--- config.mk ---
export PLATFORM = sky130hd
export DESIGN_NAME = usr_serializer_sequencer
export DESIGN_NICKNAME = d
export VERILOG_FILES = /design/src/rtl/usr_pkg.sv /design/src/rtl/usr_serializer_sequencer.sv
export SDC_FILE = /design/constraint.sdc
export NUM_CORES = 1
export LEC_CHECK = 0
export CORE_ASPECT_RATIO = 1.75
export CORE_MARGIN = 5
export CORE_UTILIZATION = 48
export CTS_BUF_LIST = sky130_fd_sc_hd__clkbuf_16
export CTS_CLUSTER_DIAMETER = 80
export DETAILED_ROUTE_END_ITERATION = 8
export HOLD_SLACK_MARGIN = 0.05
export PLACE_DENSITY = 0.83
export SYNTH_ARGS = -nofsm -noshare
export SYNTH_HDL_FRONTEND = slang
export SYNTH_SLANG_ARGS = --single-unit
export TNS_END_PERCENT = 30
--- constraint.sdc ---
create_clock -name Clk_In -period 3.23 [get_ports Clk_In]
set_input_delay 0.646 -clock Clk_In [delete_from_list [all_inputs] [get_ports Clk_In]]
set_output_delay 0.646 -clock Clk_In [all_outputs]
set_load 0.02 [all_outputs]
--- src/rtl/usr_pkg.sv ---
// Shared definitions for the 16-bit universal shift register and its serializer sequencer.
package usr_pkg;

    localparam int unsigned USR_WIDTH = 16;

    localparam logic [1:0] NO_OPERATIONS      = 2'h0;
    localparam logic [1:0] SHIFT_DATA_LEFT    = 2'h1;
    localparam logic [1:0] SHIFT_DATA_RIGHT   = 2'h2;
    localparam logic [1:0] LOAD_PARALLEL_DATA = 2'h3;

    localparam logic MSB_FIRST = 1'b0;
    localparam logic LSB_FIRST = 1'b1;

    typedef enum logic [1:0] {
        IDLE  = 2'd0,
        LOAD  = 2'd1,
        SHIFT = 2'd2
    } seq_state_e;

endpackage

--- src/rtl/usr_serializer_sequencer.sv ---
// Loads parallel words into the USR and shifts them out as a framed serial stream.
// All outputs except Serial_Data_Out are registered copies of the next-state decode.
module usr_serializer_sequencer
    import usr_pkg::*;
#(
    parameter int unsigned DATA_WIDTH  = 16,
    parameter int unsigned COUNT_WIDTH = $clog2(DATA_WIDTH)
) (
    input  logic                  Clk_In,
    input  logic                  Reset_In,
    input  logic [DATA_WIDTH-1:0] Tx_Data_In,
    input  logic                  Tx_Valid_In,
    output logic                  Tx_Ready_Out,
    input  logic                  Shift_Direction_In,
    input  logic                  Fill_Bit_In,
    output logic                  USR_Enable_Out,
    output logic [1:0]            USR_Operation_Select_Out,
    output logic                  USR_Serial_Left_Side_Data_Out,
    output logic                  USR_Serial_Right_Side_Data_Out,
    output logic [DATA_WIDTH-1:0] USR_Parallel_Data_Out,
    input  logic                  USR_Serial_Left_Side_Data_In,
    input  logic                  USR_Serial_Right_Side_Data_In,
    output logic                  Serial_Data_Out,
    output logic                  Serial_Valid_Out,
    output logic                  Frame_Start_Out,
    output logic                  Frame_Done_Out,
    output logic                  Busy_Out
);

    localparam logic [COUNT_WIDTH-1:0] LAST_CNT = COUNT_WIDTH'(DATA_WIDTH - 1);

    seq_state_e             state_q, state_d;
    logic [COUNT_WIDTH-1:0] cnt_q, cnt_d;
    logic [DATA_WIDTH-1:0]  word_q, word_d;
    logic                   dir_q, dir_d;
    logic                   fill_q, fill_d;

    logic                   ready_d, busy_d, valid_d, start_d, done_d;
    logic [1:0]             op_d;
    logic                   left_fill_d, right_fill_d;

    // State, holding registers and registered outputs
    always_ff @(posedge Clk_In or posedge Reset_In) begin
        if (Reset_In) begin
            state_q                        <= IDLE;
            cnt_q                          <= '0;
            word_q                         <= '0;
            dir_q                          <= 1'b0;
            fill_q                         <= 1'b0;
            Tx_Ready_Out                   <= 1'b0;
            Busy_Out                       <= 1'b0;
            Serial_Valid_Out               <= 1'b0;
            Frame_Start_Out                <= 1'b0;
            Frame_Done_Out                 <= 1'b0;
            USR_Enable_Out                 <= 1'b0;
            USR_Operation_Select_Out       <= NO_OPERATIONS;
            USR_Serial_Left_Side_Data_Out  <= 1'b0;
            USR_Serial_Right_Side_Data_Out <= 1'b0;
        end else begin
            state_q                        <= state_d;
            cnt_q                          <= cnt_d;
            word_q                         <= word_d;
            dir_q                          <= dir_d;
            fill_q                         <= fill_d;
            Tx_Ready_Out                   <= ready_d;
            Busy_Out                       <= busy_d;
            Serial_Valid_Out               <= valid_d;
            Frame_Start_Out                <= start_d;
            Frame_Done_Out                 <= done_d;
            USR_Enable_Out                 <= 1'b1;
            USR_Operation_Select_Out       <= op_d;
            USR_Serial_Left_Side_Data_Out  <= left_fill_d;
            USR_Serial_Right_Side_Data_Out <= right_fill_d;
        end
    end

    // Next state plus output decode of that next state
    always_comb begin
        state_d      = state_q;
        cnt_d        = cnt_q;
        word_d       = word_q;
        dir_d        = dir_q;
        fill_d       = fill_q;
        ready_d      = 1'b0;
        busy_d       = 1'b0;
        valid_d      = 1'b0;
        start_d      = 1'b0;
        done_d       = 1'b0;
        op_d         = NO_OPERATIONS;
        left_fill_d  = 1'b0;
        right_fill_d = 1'b0;

        case (state_q)
            IDLE: begin
                if (Tx_Valid_In && Tx_Ready_Out) begin
                    word_d  = Tx_Data_In;
                    dir_d   = Shift_Direction_In;
                    fill_d  = Fill_Bit_In;
                    state_d = LOAD;
                end
            end
            LOAD: begin
                cnt_d   = '0;
                state_d = SHIFT;
            end
            SHIFT: begin
                if (cnt_q == LAST_CNT) begin
                    state_d = IDLE;
                end else begin
                    cnt_d = cnt_q + COUNT_WIDTH'(1);
                end
            end
            default: state_d = IDLE;
        endcase

        case (state_d)
            IDLE: ready_d = 1'b1;
            LOAD: begin
                busy_d = 1'b1;
                op_d   = LOAD_PARALLEL_DATA;
            end
            SHIFT: begin
                busy_d  = 1'b1;
                valid_d = 1'b1;
                start_d = (cnt_d == '0);
                done_d  = (cnt_d == LAST_CNT);
                if (cnt_d != LAST_CNT) begin
                    op_d = (dir_d == LSB_FIRST) ? SHIFT_DATA_RIGHT : SHIFT_DATA_LEFT;
                end
                // Fill enters at the end the register is shifting away from
                left_fill_d  = (dir_d == LSB_FIRST) ? fill_d : 1'b0;
                right_fill_d = (dir_d == MSB_FIRST) ? fill_d : 1'b0;
            end
            default: ready_d = 1'b0;
        endcase
    end

    assign USR_Parallel_Data_Out = word_q;

    // Serial bit comes straight from whichever USR end is being shifted out
    assign Serial_Data_Out = Serial_Valid_Out &
        ((dir_q == LSB_FIRST) ? USR_Serial_Right_Side_Data_In : USR_Serial_Left_Side_Data_In);

endmodule

==> After elaboration in Yosys (flattened, before gate mapping) <==
Index checks and enable logic that the tools add are counted.
{ "totals": {"reg_bits": 34, "latch_bits": 0, "word_cells": 51, "ramBits": 0, "in_bits": 23, "mem_bits_ro": 0, "n_memories": 0} }
{ "classes": {"add_sub_neg": 1, "n_lt_le_gt_ge": 0, "n_bitwise": 1, "n_div": 0, "multipliers": 0, "n_eq_ne": 7, "n_mux": 22, "n_shift": 0, "reduce_logical": 6} }
{ "ops": {"columns": ["op", "n"], "rows": [
  ["2-to-1 mux 1 bit", 14],
  ["== test 4 bit (second input constant)", 2],
  ["2-to-1 mux 2 bit", 4],
  ["case mux 4 bit (2 select lines)", 1],
  ["case mux 2 bit (3 select lines)", 1],
  ["adder 4 x 1 -> 4 bit (second input constant)", 1],
  ["== test 2 x 1 -> 1 bit (second input constant)", 2],
  ["== test 2 bit (second input constant)", 2],
  ["zero test 2 bit", 2],
  ["zero test 4 bit", 1],
  ["2-to-1 mux 4 bit", 1],
  ["!= test 4 bit (second input constant)", 1],
  ["case mux 2 bit (2 select lines)", 1],
  ["AND reduction 2 bit", 1],
  ["OR reduction 2 bit", 1],
  ["AND 1 bit", 1],
  ["logical AND 1 bit", 1]
]} }

==> Logic depth before layout (Yosys ltp) <==
Gate-level depths: netlist of run 1.
{ "depth": {"word_depth": 6, "depth_mapped": 10, "depth_no_buf": 9} }

==> Worst setup path before layout of run 1 <==
OpenSTA, ideal clock, no wires.
{ "synth_timing": {"path_kind": "in2reg", "from": "input Tx_Valid_In", "to": "register Frame_Start_Out", "n_path_buf": 2, "t_arrival_ps": 1899, "t_required_ps": 3119, "setup_time_ps": 111, "slack_ps": 1220, "path_stages": 7, "path_cell_list": "nand3_1 -> buf_2 -> buf_2 -> a21o_1 -> ha_1 -> inv_1 -> a2111oi_2"} }
{ "synth_between": {"elab_chain_len": 5} }
{ "synth_lines": {"columns": ["element", "line", "source"], "rows": [
  ["start: declaration", "usr_serializer_sequencer.sv:12", "input logic Tx_Valid_In,"],
  ["logical AND 1 bit", "usr_serializer_sequencer.sv:95", "if (Tx_Valid_In && Tx_Ready_Out) begin"],
  ["2-to-1 mux 2 bit", "usr_serializer_sequencer.sv:95", null],
  ["case mux 2 bit (3 select lines)", "usr_serializer_sequencer.sv:93", "case (state_q)"],
  ["== test 2 bit", "usr_serializer_sequencer.sv:116", "case (state_d)"],
  ["2-to-1 mux 1 bit", "usr_serializer_sequencer.sv:116", null],
  ["via start_d", "usr_serializer_sequencer.sv:38", "logic ready_d, busy_d, valid_d, start_d, done_d;"],
  ["end signal: assignment", "usr_serializer_sequencer.sv:68", "Frame_Start_Out <= start_d;"],
  ["end: declaration", "usr_serializer_sequencer.sv:25", "output logic Frame_Start_Out,"]
]} }
The timed path passes the listed nets, and every way through them passes these cells.
A chain may end at the register's enable or synchronous reset.

==> Final worst setup path of run 1 <==
{ "layout_timing": {"from": "input USR_Serial_Right_Side_Data_In", "to": "output Serial_Data_Out"} }
{ "layout_between": {"elab_chain_len": 2} }
{ "layout_lines": {"columns": ["element", "line", "source"], "rows": [
  ["start: declaration", "usr_serializer_sequencer.sv:22", "input logic USR_Serial_Right_Side_Data_In,"],
  ["2-to-1 mux 1 bit", "usr_serializer_sequencer.sv:142", "((dir_q == LSB_FIRST) ? USR_Serial_Right_Side_Data_In : USR_Serial_Left_Side_Data_In);"],
  ["AND 1 bit", "usr_serializer_sequencer.sv:141", "assign Serial_Data_Out = Serial_Valid_Out &"],
  ["end: declaration", "usr_serializer_sequencer.sv:23", "output logic Serial_Data_Out,"]
]} }
No other way between the ends.

==> run metrics, run 1 <==
FFs w/ async S/R, synth=1.00; antenna cells=0; CP max stage delay=0.61 ns; placed cell count=210; Overall Global Routing Usage=0.165; Leak=0.964 nW; RSZ-0062 raised after global routing=false; period utilisation layout=0.780; highest clock rate=397 MHz; CTS Hold Bufs=0; minimum clock period=2.52 ns; IO buf count=49; drt pass-1 iters=4; Longest Clk Path Bufs=2; RePlAce Congestion=0.772; grt total ovfl=0; EDFF count, synth=0; Root Driver=clkbuf_16; commonest non-fill, non-tap cell in the layout=clkdlybuf4s50_1; Fill cells=212; Synth area leader=dfrtp_1; Worst-Skew Late Latency=0.27 ns; initial cell density of the core=0.490; antenna violations before repair=0; Synth Net Count=150; Hold Path Class=flip-flop to flip-flop; # resized after CTS=0; Distinct cells, synth=31; Area contributors post-synth=dfrtp_1 (56%), mux2_2 (9.7%), ha_1 (6.6%); crit path max-delay cell type=clkdlybuf4s50_1; CP max FO=1; Critical Path, Cell by Cell=clkdlybuf4s50_1 > mux2i_1 > nor2b_1 > clkdlybuf4s50_1; Num CTS Buffers=5; Final Net Count=205; status=finished clean; largest net degree at the start of global routing=35; Crit. End Element=output pin; Setup Fix Bufs, Post-CTS=0; vias in the first global route=1120; WHS Endpoint=USR_Parallel_Data_Out[15]; DR WL/cell=15.4 um; #FFs+latches synth=34; PwrDens=1020 nW/um^2; most used cell, CP=clkdlybuf4s50_1; final hold violations=0; layout cells sized above 1=0.143; die width=52.4 um; Hold Path Depth=1; Max Cap Violations=0; area delta synth->final=45.3%; Row Count=27; setup skew after layout=0.00411 ns; Mapped Area=1510 sq um; yosys warns=0; Slew Viols, Final=0; Critical Path AT=1.87 ns; most frequent cells in the layout=clkdlybuf4s50_1 (49), dfrtp_1 (34), mux2_2 (13); CTS tree=built; DP Wirelength=2570 um; fin cells=218; core area=3070 sq um; Setup-failing EPs final=0; Crit Reg-Reg Startpoint=cnt_q[0]; Mapped Avg Cell Area=12.7 sq um; Via Count=1124; vias per cell=5.16; Synth top area share=0.565; Core Util, Final=0.712; R2R Setup Slk=0.97 ns; critical path required time=2.58 ns; Sink Count=34; I/O pin count=50; Post-Syn Instances=119; H-Tree Depth=2; setup TNS=0 ns; worst r2r dst=Frame_Start_Out; Setup Crit Path Kind=input port to output pin; maximum VDD drop=0.546 mV; sequential area share after synthesis=0.565; total power=2.22 mW; Post-Route WL=3350 um; main flop type after synthesis=dfrtp_1; DIE AREA=4400 sq um; Post-DRT Antenna Nets=0; global-route wire length before repair=5350 um; DRC viols=0; Die Span Y=84.1 um; R2R depth=8; HP Start=USR_Parallel_Data_Out[15]; DRT iter0 DRCs=30; Worst-path clk slew=0.05 ns; crit path launch type=input port
==> cells by family (layout without fill, tap and decap cells) <==
kind of cell | count (synthesis) | in the layout | share of synthesized area
mux | 19 | 19 | 0.141
flops | 34 | 34 | 0.565
other cells | 1 | 1 | 0.00249
xor+xnor | 1 | 1 | 0.00582
simple gates | 29 | 29 | 0.105
buf+inv | 8 | 64 | 0.0224
compound gates | 19 | 19 | 0.0922
fa+ha+maj | 8 | 8 | 0.0664
==> metal layers <==
metal	global-route usage	up-vias	wire [um]
li1	-	531	-
met5	0	-	0
met4	0.0791	0	80
met2	0.300	42	1880
met3	0.0501	9	254
met1	0.158	542	1140
==> worst max-delay path, delay by kind of cell <==
family | cells | cell delay, ns
AND/OR/NAND/NOR | 1 | 0.10
buffers and inverters | 2 | 1.06
multiplexers | 1 | 0.06
==> synth_stat cells (2+ instances only) <==
cell / n
nor2_1: 5
nand3_1: 3
a21oi_1: 8
nand2_1: 10
nor2b_1: 2
mux2_1: 5
inv_1: 5
mux2_2: 13
ha_1: 8
o31ai_1: 2
nand4b_1: 2
buf_2: 3
a21o_1: 2
dfrtp_1: 34
==> flip-flops by register name, indices dropped and copies added, names as in the netlist <==
signal	count
USR_Parallel_Data_Out	16
dir_q	1
Busy_Out	1
cnt_q	4
USR_Serial_Right_Side_Data_Out	1
Tx_Ready_Out	1
Serial_Valid_Out	1
USR_Serial_Left_Side_Data_Out	1
Frame_Done_Out	1
fill_q	1
state_q	2
Frame_Start_Out	1
USR_Operation_Select_Out	2
USR_Enable_Out	1
==> worst max-delay path by stage <==
| stage | start | to | slack [ns] |
|---|---|---|---|
| floorplan | Tx_Valid_In | Frame_Start_Out | 1.22 |
| global placement | USR_Serial_Right_Side_Data_In | Serial_Data_Out | 0.72 |
| detailed placement | USR_Serial_Right_Side_Data_In | Serial_Data_Out | 0.71 |
| CTS | USR_Serial_Right_Side_Data_In | Serial_Data_Out | 0.71 |
| global route | USR_Serial_Left_Side_Data_In | Serial_Data_Out | 0.65 |
| finish | USR_Serial_Right_Side_Data_In | Serial_Data_Out | 0.71 |
==> layout make-up <==
cell class                      count  area [sq um]  area share
Clock buffer                        5           125      0.0572
Sequential cell                    34           851       0.389
Tap cell                           43          53.8      0.0246
Inverter                            5          18.8     0.00858
Clock inverter                      3          12.5     0.00572
Timing Repair Buffer               51           505       0.231
Multi-Input combinational cell     77           622       0.284
==> power breakdown <==
part	leakage (nW)	total, mW	switching [mW]	internal, mW
registers	0.422	0.713	0.105	0.607
clock network	0.0724	0.436	0.158	0.278
logic	0.469	1.07	0.553	0.521
==> metrics by stage <==
| step | area, sq um | hold slack [ns] | setup WS, ns |
|---|---|---|---|
| floorplan | 1510 | 0.480 | 1.22 |
| global placement | 2050 | 0.473 | 0.715 |
| detailed placement | 2050 | 0.481 | 0.706 |
| CTS | 2190 | 0.492 | 0.706 |
| global route | 2190 | 0.496 | 0.654 |
| finish | 2190 | 0.487 | 0.711 |
Note: power is estimated with default switching activity, not from simulation.
==> inputs of run 2 (changes only) <==
Settings changed: CORE_UTILIZATION 48 to 40, PLACE_DENSITY 0.83 to 0.74.
Clock period 3.23 ns to 2.1 ns, I/O delays scaled along.
==> run 2 against run 1 <==
Largest cell class unchanged. Combinational power is 66% higher. Cell count rose by 5.0%. Register-to-register slack worse by 0.84 ns. Highest routed layer unchanged. Setup slack lost 0.59 ns. Die area is 17% higher. Clock skew barely moved.
==> run metrics, run 2 (synthesis gave the netlist of run 1 again) <==
sequential cell area=852 sq um (+0.15%); PwrDens=1560 nW/um^2 (+54%); Hold Path Class=flip-flop to flip-flop; layout cells sized above 1=0.197 (+0.0539); largest net degree at the start of global routing=35 (unchanged); grt total ovfl=0 (unchanged); commonest non-fill, non-tap cell in the layout=clkdlybuf4s50_1; DRT iter0 DRCs=22 (-27%); area of the multi-input gates=627 sq um (+0.80%); vias per cell=5.11 (-0.91%); highest clock rate=506 MHz; Max Cap Violations=0 (unchanged); CTS tree=built; DRC viols=0 (unchanged); RePlAce Congestion=0.795 (+3.0%); Leak=1.02 nW (+5.4%); IO buf count=49 (unchanged); placed cell count=221 (+5.2%); Fill cells=298 (+41%); DR WL/cell=15.5 um (+0.74%); fin cells=229 (+5.0%); Post-DRT Antenna Nets=0 (unchanged); drt pass-1 iters=4 (unchanged); area delta synth->final=50.1%; Critical Path AT=2.14 ns (+0.27 ns); Root Driver=clkbuf_16; minimum clock period=1.97 ns; global-route wire length before repair=5660 um (+5.9%); Via Count=1170 (+4.1%); I/O pin count=50 (unchanged); Final Net Count=213 (+3.9%); Die Span Y=91.2 um (+8.4%); Slew Viols, Final=0 (unchanged); DP Wirelength=2780 um (+8.2%); Setup Fix Bufs, Post-CTS=0 (unchanged); Row Count=29 (+7.4%); most frequent cells in the layout=clkdlybuf4s50_1 (48), dfrtp_1 (33), mux2_2 (13); Setup Crit Path Kind=flip-flop to flip-flop; Critical Path, Cell by Cell=inv_1 > ha_2 > nand4_1 > o31ai_1 > o32a_1 > o41ai_2; maximum VDD drop=1.02 mV (+87%); die width=56.4 um (+7.7%); Longest Clk Path Bufs=2 (unchanged); number of flip-flops in the largest register=16 (unchanged); Worst-Skew Late Latency=0.27 ns (about the same); DIE AREA=5140 sq um (+17%); CP max FO=13 (+12); Setup-failing EPs final=0 (unchanged); Num CTS Buffers=5 (unchanged); H-Tree Depth=2 (unchanged); Post-Route WL=3540 um (+5.8%); setup skew after layout=0.00426 ns (+0.000152 ns); CP max stage delay=0.42 ns (-0.19 ns); critical path required time=2.26 ns (-0.32 ns); antenna violations before repair=0 (unchanged); RSZ-0062 raised after global routing=false; antenna cells=0 (unchanged); DP Worst Slack=-0.111 ns (-0.817 ns); vias in the first global route=1210 (+8.0%); period utilisation layout=0.940; Sink Count=34 (unchanged); Worst-path clk slew=0.05 ns (about the same); core area=3630 sq um (+18%); initial cell density of the core=0.415 (-0.0749); Setup WS post-layout=0.126 ns (-0.585 ns); final hold violations=0 (unchanged); crit path launch type=flip-flop; Crit. End Element=flip-flop; crit path max-delay cell type=dfrtp_1; total power=3.53 mW (+59%); status=finished clean; Overall Global Routing Usage=0.144 (-0.0209)
[run 2: timing repair]
| action | in CTS | in global routing |
|---|---|---|
| gates resized for setup | 0 | 4 |
| setup endpoints to repair | 0 | 3 |
| hold buffers | 0 | 0 |
[run 2: layout make-up]
type | instances | share of cell area
flip-flops and latches | 34 | 0.377
multi-input cells | 77 | 0.277
repair buffers | 59 | 0.251
clock buffers | 5 | 0.0553
well taps | 46 | 0.0255
inverters | 5 | 0.00830
clock inverters | 3 | 0.00553
[run 2: critical path, delay by kind of cell (launching register included)]
| kind | cells | cell delay [ns] |
|---|---|---|
| compound gates | 3 | 0.86 |
| fa+ha+maj | 1 | 0.35 |
| buf+inv | 1 | 0.11 |
| flops | 1 | 0.42 |
| simple gates | 1 | 0.12 |
[run 2: final timing paths]
check / startpoint / end / slack [ns] / depth (start not counted)
worst max register to register: state_q[1] / USR_Operation_Select_Out[0] / 0.13 / 6
min in group asynchronous: Reset_In / state_q[1] / 0.55 / 3
worst max-delay path: state_q[1] / USR_Operation_Select_Out[0] / 0.13 / 6
worst min-delay path: USR_Parallel_Data_Out[3] / USR_Parallel_Data_Out[3] / 0.49 / 1
max in group asynchronous: Reset_In / cnt_q[1] / 1.24 / 3
worst min register to register: USR_Parallel_Data_Out[3] / USR_Parallel_Data_Out[3] / 0.49 / 1
[run 2: metrics by stage]
stage | TNS [ns] | hold slack [ns] | instance area (sq um) | utilization
global placement | -0.0904 | 0.475 | 2110 | 0.583
floorplan | 0 | 0.480 | 1510 | -
CTS | 0 | 0.491 | 2250 | 0.621
detailed placement | -0.141 | 0.480 | 2110 | 0.583
global route | 0 | 0.511 | 2260 | 0.623
finish | 0 | 0.485 | 2260 | 0.623
[run 2: routing by layer]
layer	track usage	share of wire	up-vias
met1	0.131	0.33	562
li1	-	-	551
met5	0	0	-
met2	0.271	0.57	45
met4	0.0812	0.039	0
met3	0.0440	0.062	12
[run 2: report_power, final]
group,total (mW),switching (mW),internal [mW]
registers,1.08,0.147,0.935
logic,1.78,0.892,0.883
clock network,0.670,0.243,0.427
total,3.53,1.28,2.25
==> inputs of run 3 (changes only) <==
Settings changed: CORE_MARGIN 5 to 2.
==> run 3 against run 2 <==
Clock skew about the same. Cell count up 0.44%. Sequential cell count unchanged. Core utilization about the same. Cell area about the same. Die area down 17%. Global-route usage up 2.6 points. Sequential power about the same. Total power down 0.49%. Setup slack worse by 0.084 ns. First-iteration DRC count up 18%. Maximum frequency down 4.1%.
==> run metrics, run 3 (synthesis gave the netlist of run 1 again) <==
period utilisation layout=0.980 (+0.0402); number of flip-flops in the largest register=16 (unchanged); DRC viols=0 (unchanged); Worst-Skew Late Latency=0.27 ns (about the same); final hold violations=0 (unchanged); area delta synth->final=50.2% (about the same); most frequent cells in the layout=clkdlybuf4s50_1 (49), dfrtp_1 (34), mux2_2 (13); Longest Clk Path Bufs=2 (unchanged); Worst-path clk slew=0.05 ns (about the same); Leak=1.01 nW (-0.89%); I/O pin count=50 (unchanged); antenna cells=0 (unchanged); antenna violations before repair=0 (unchanged); global-route wire length before repair=5460 um (-3.5%); Post-Route WL=3230 um (-8.8%); layout cells sized above 1=0.190 (-0.00650); RePlAce Congestion=0.854 (+7.4%); Hold WS=0.491 ns (+0.00588 ns); Num CTS Buffers=5 (unchanged); DR WL/cell=14.1 um (-9.2%); commonest non-fill, non-tap cell in the layout=clkdlybuf4s50_1; DIE AREA=4290 sq um (-17%); Post-DRT Antenna Nets=0 (unchanged); cell area after layout=2260 sq um (about the same); critical path required time=1.68 ns (-0.58 ns); Max Cap Violations=0 (unchanged); fin cells=230 (+0.44%); dpl cell area=2120 sq um (+0.36%); Sink Count=34 (unchanged); vias per cell=5.04 (-1.3%); Critical Path AT=1.64 ns (-0.50 ns); RSZ-0062 raised after global routing=false; crit path launch type=input port; PwrDens=1550 nW/um^2 (-0.55%); Die Span Y=85.2 um (-6.6%); die width=50.4 um (-11%); initial cell density of the core=0.415 (unchanged); Overall Global Routing Usage=0.170 (+0.0263); grt total ovfl=0 (unchanged); Setup-failing EPs final=0 (unchanged); Row Count=29 (unchanged); DRT iter0 DRCs=26 (+18%); vias in the first global route=1207 (-0.25%); Setup Crit Path Kind=input port to output pin; Final Net Count=214 (+0.47%); largest net degree at the start of global routing=35 (unchanged); CTS tree=built; status=finished clean; drt pass-1 iters=4 (unchanged); Hold Path Class=flip-flop to flip-flop; Via Count=1160 (-0.85%); CP max FO=1 (-12); Slew Viols, Final=0 (unchanged); GRT met1 Usage=0.163 (+0.0322); setup skew after layout=0.00425 ns (-0.0000130 ns); GRT busiest layer=met2; H-Tree Depth=2 (unchanged); GR Layer Usage met2=0.321 (+0.0501); maximum VDD drop=0.888 mV (-13%); DP Wirelength=2510 um (-9.6%); highest clock rate=486 MHz (-4.1%); Crit. End Element=output pin; Root Driver=clkbuf_16; IO buf count=49 (unchanged); met3 usage=0.0475 (+0.00356); core area=3630 sq um (unchanged); placed cell count=222 (+0.45%); minimum clock period=2.06 ns (+0.0844 ns)
run 3: cell count changes in the layout (fill, tap and decap cells not counted), sizes merged:
cell	change
buf	+1
clkdlybuf4s50	+1
dlymetal6s2s	-1
run 3: path summary, 6_finish.rpt:
kind	from	cells after the start	endpoint	slack [ns]
max in group asynchronous	Reset_In	3	USR_Parallel_Data_Out[1]	1.25
min in group asynchronous	Reset_In	3	USR_Parallel_Data_Out[13]	0.56
setup reg to reg	cnt_q[1]	7	USR_Operation_Select_Out[0]	0.13
setup / recovery	USR_Serial_Right_Side_Data_In	4	Serial_Data_Out	0.04
hold / removal	USR_Parallel_Data_Out[1]	1	USR_Parallel_Data_Out[1]	0.49
hold reg to reg	USR_Parallel_Data_Out[1]	1	USR_Parallel_Data_Out[1]	0.49
run 3: worst max-delay path, stage by stage:
cell and delay [ns]:
clkdlybuf4s50_1 0.45, mux2i_1 0.06, nor2b_1 0.10, clkdlybuf4s50_1 0.60
run 3: routing by layer:
metal | vias to the layer above | part of all wire | routed length, um
li1 | 550 | - | -
met3 | 9 | 0.058 | 187
met1 | 556 | 0.35 | 1140
met4 | 0 | 0.022 | 70
met2 | 45 | 0.57 | 1830
met5 | - | 0 | 0
run 3: cell type report:
class                           count  area, sq um
Clock inverter                      3         12.5
Tap cell                           46         57.6
Fill cell                         290         1370
Timing Repair Buffer               60          573
Clock buffer                        5          125
Multi-Input combinational cell     77          624
Inverter                            5         18.8
Sequential cell                    34          851
run 3: where the power goes:
part	leakage [nW]	switching [mW]	internal, mW
registers	0.422	0.150	0.934
clock network	0.0724	0.240	0.427
logic	0.512	0.866	0.891
run 3: per-stage QoR:
step,TNS [ns],power (mW),util,worst slack [ns]
after floorplan,0,2.10,-,0.0912
after global placement,-0.0708,2.80,0.585,-0.0708
after detailed placement,-0.125,2.86,0.585,-0.0966
after CTS,0,3.55,0.623,0.0363
after global routing,0,3.73,0.623,0.00296
final,0,3.51,0.623,0.0412
run 3: timing repair:
action	in CTS	in global routing
resized for setup	0	1
endpoints found under the setup margin	0	1
buffers inserted	0	0
hold buffers	0	0
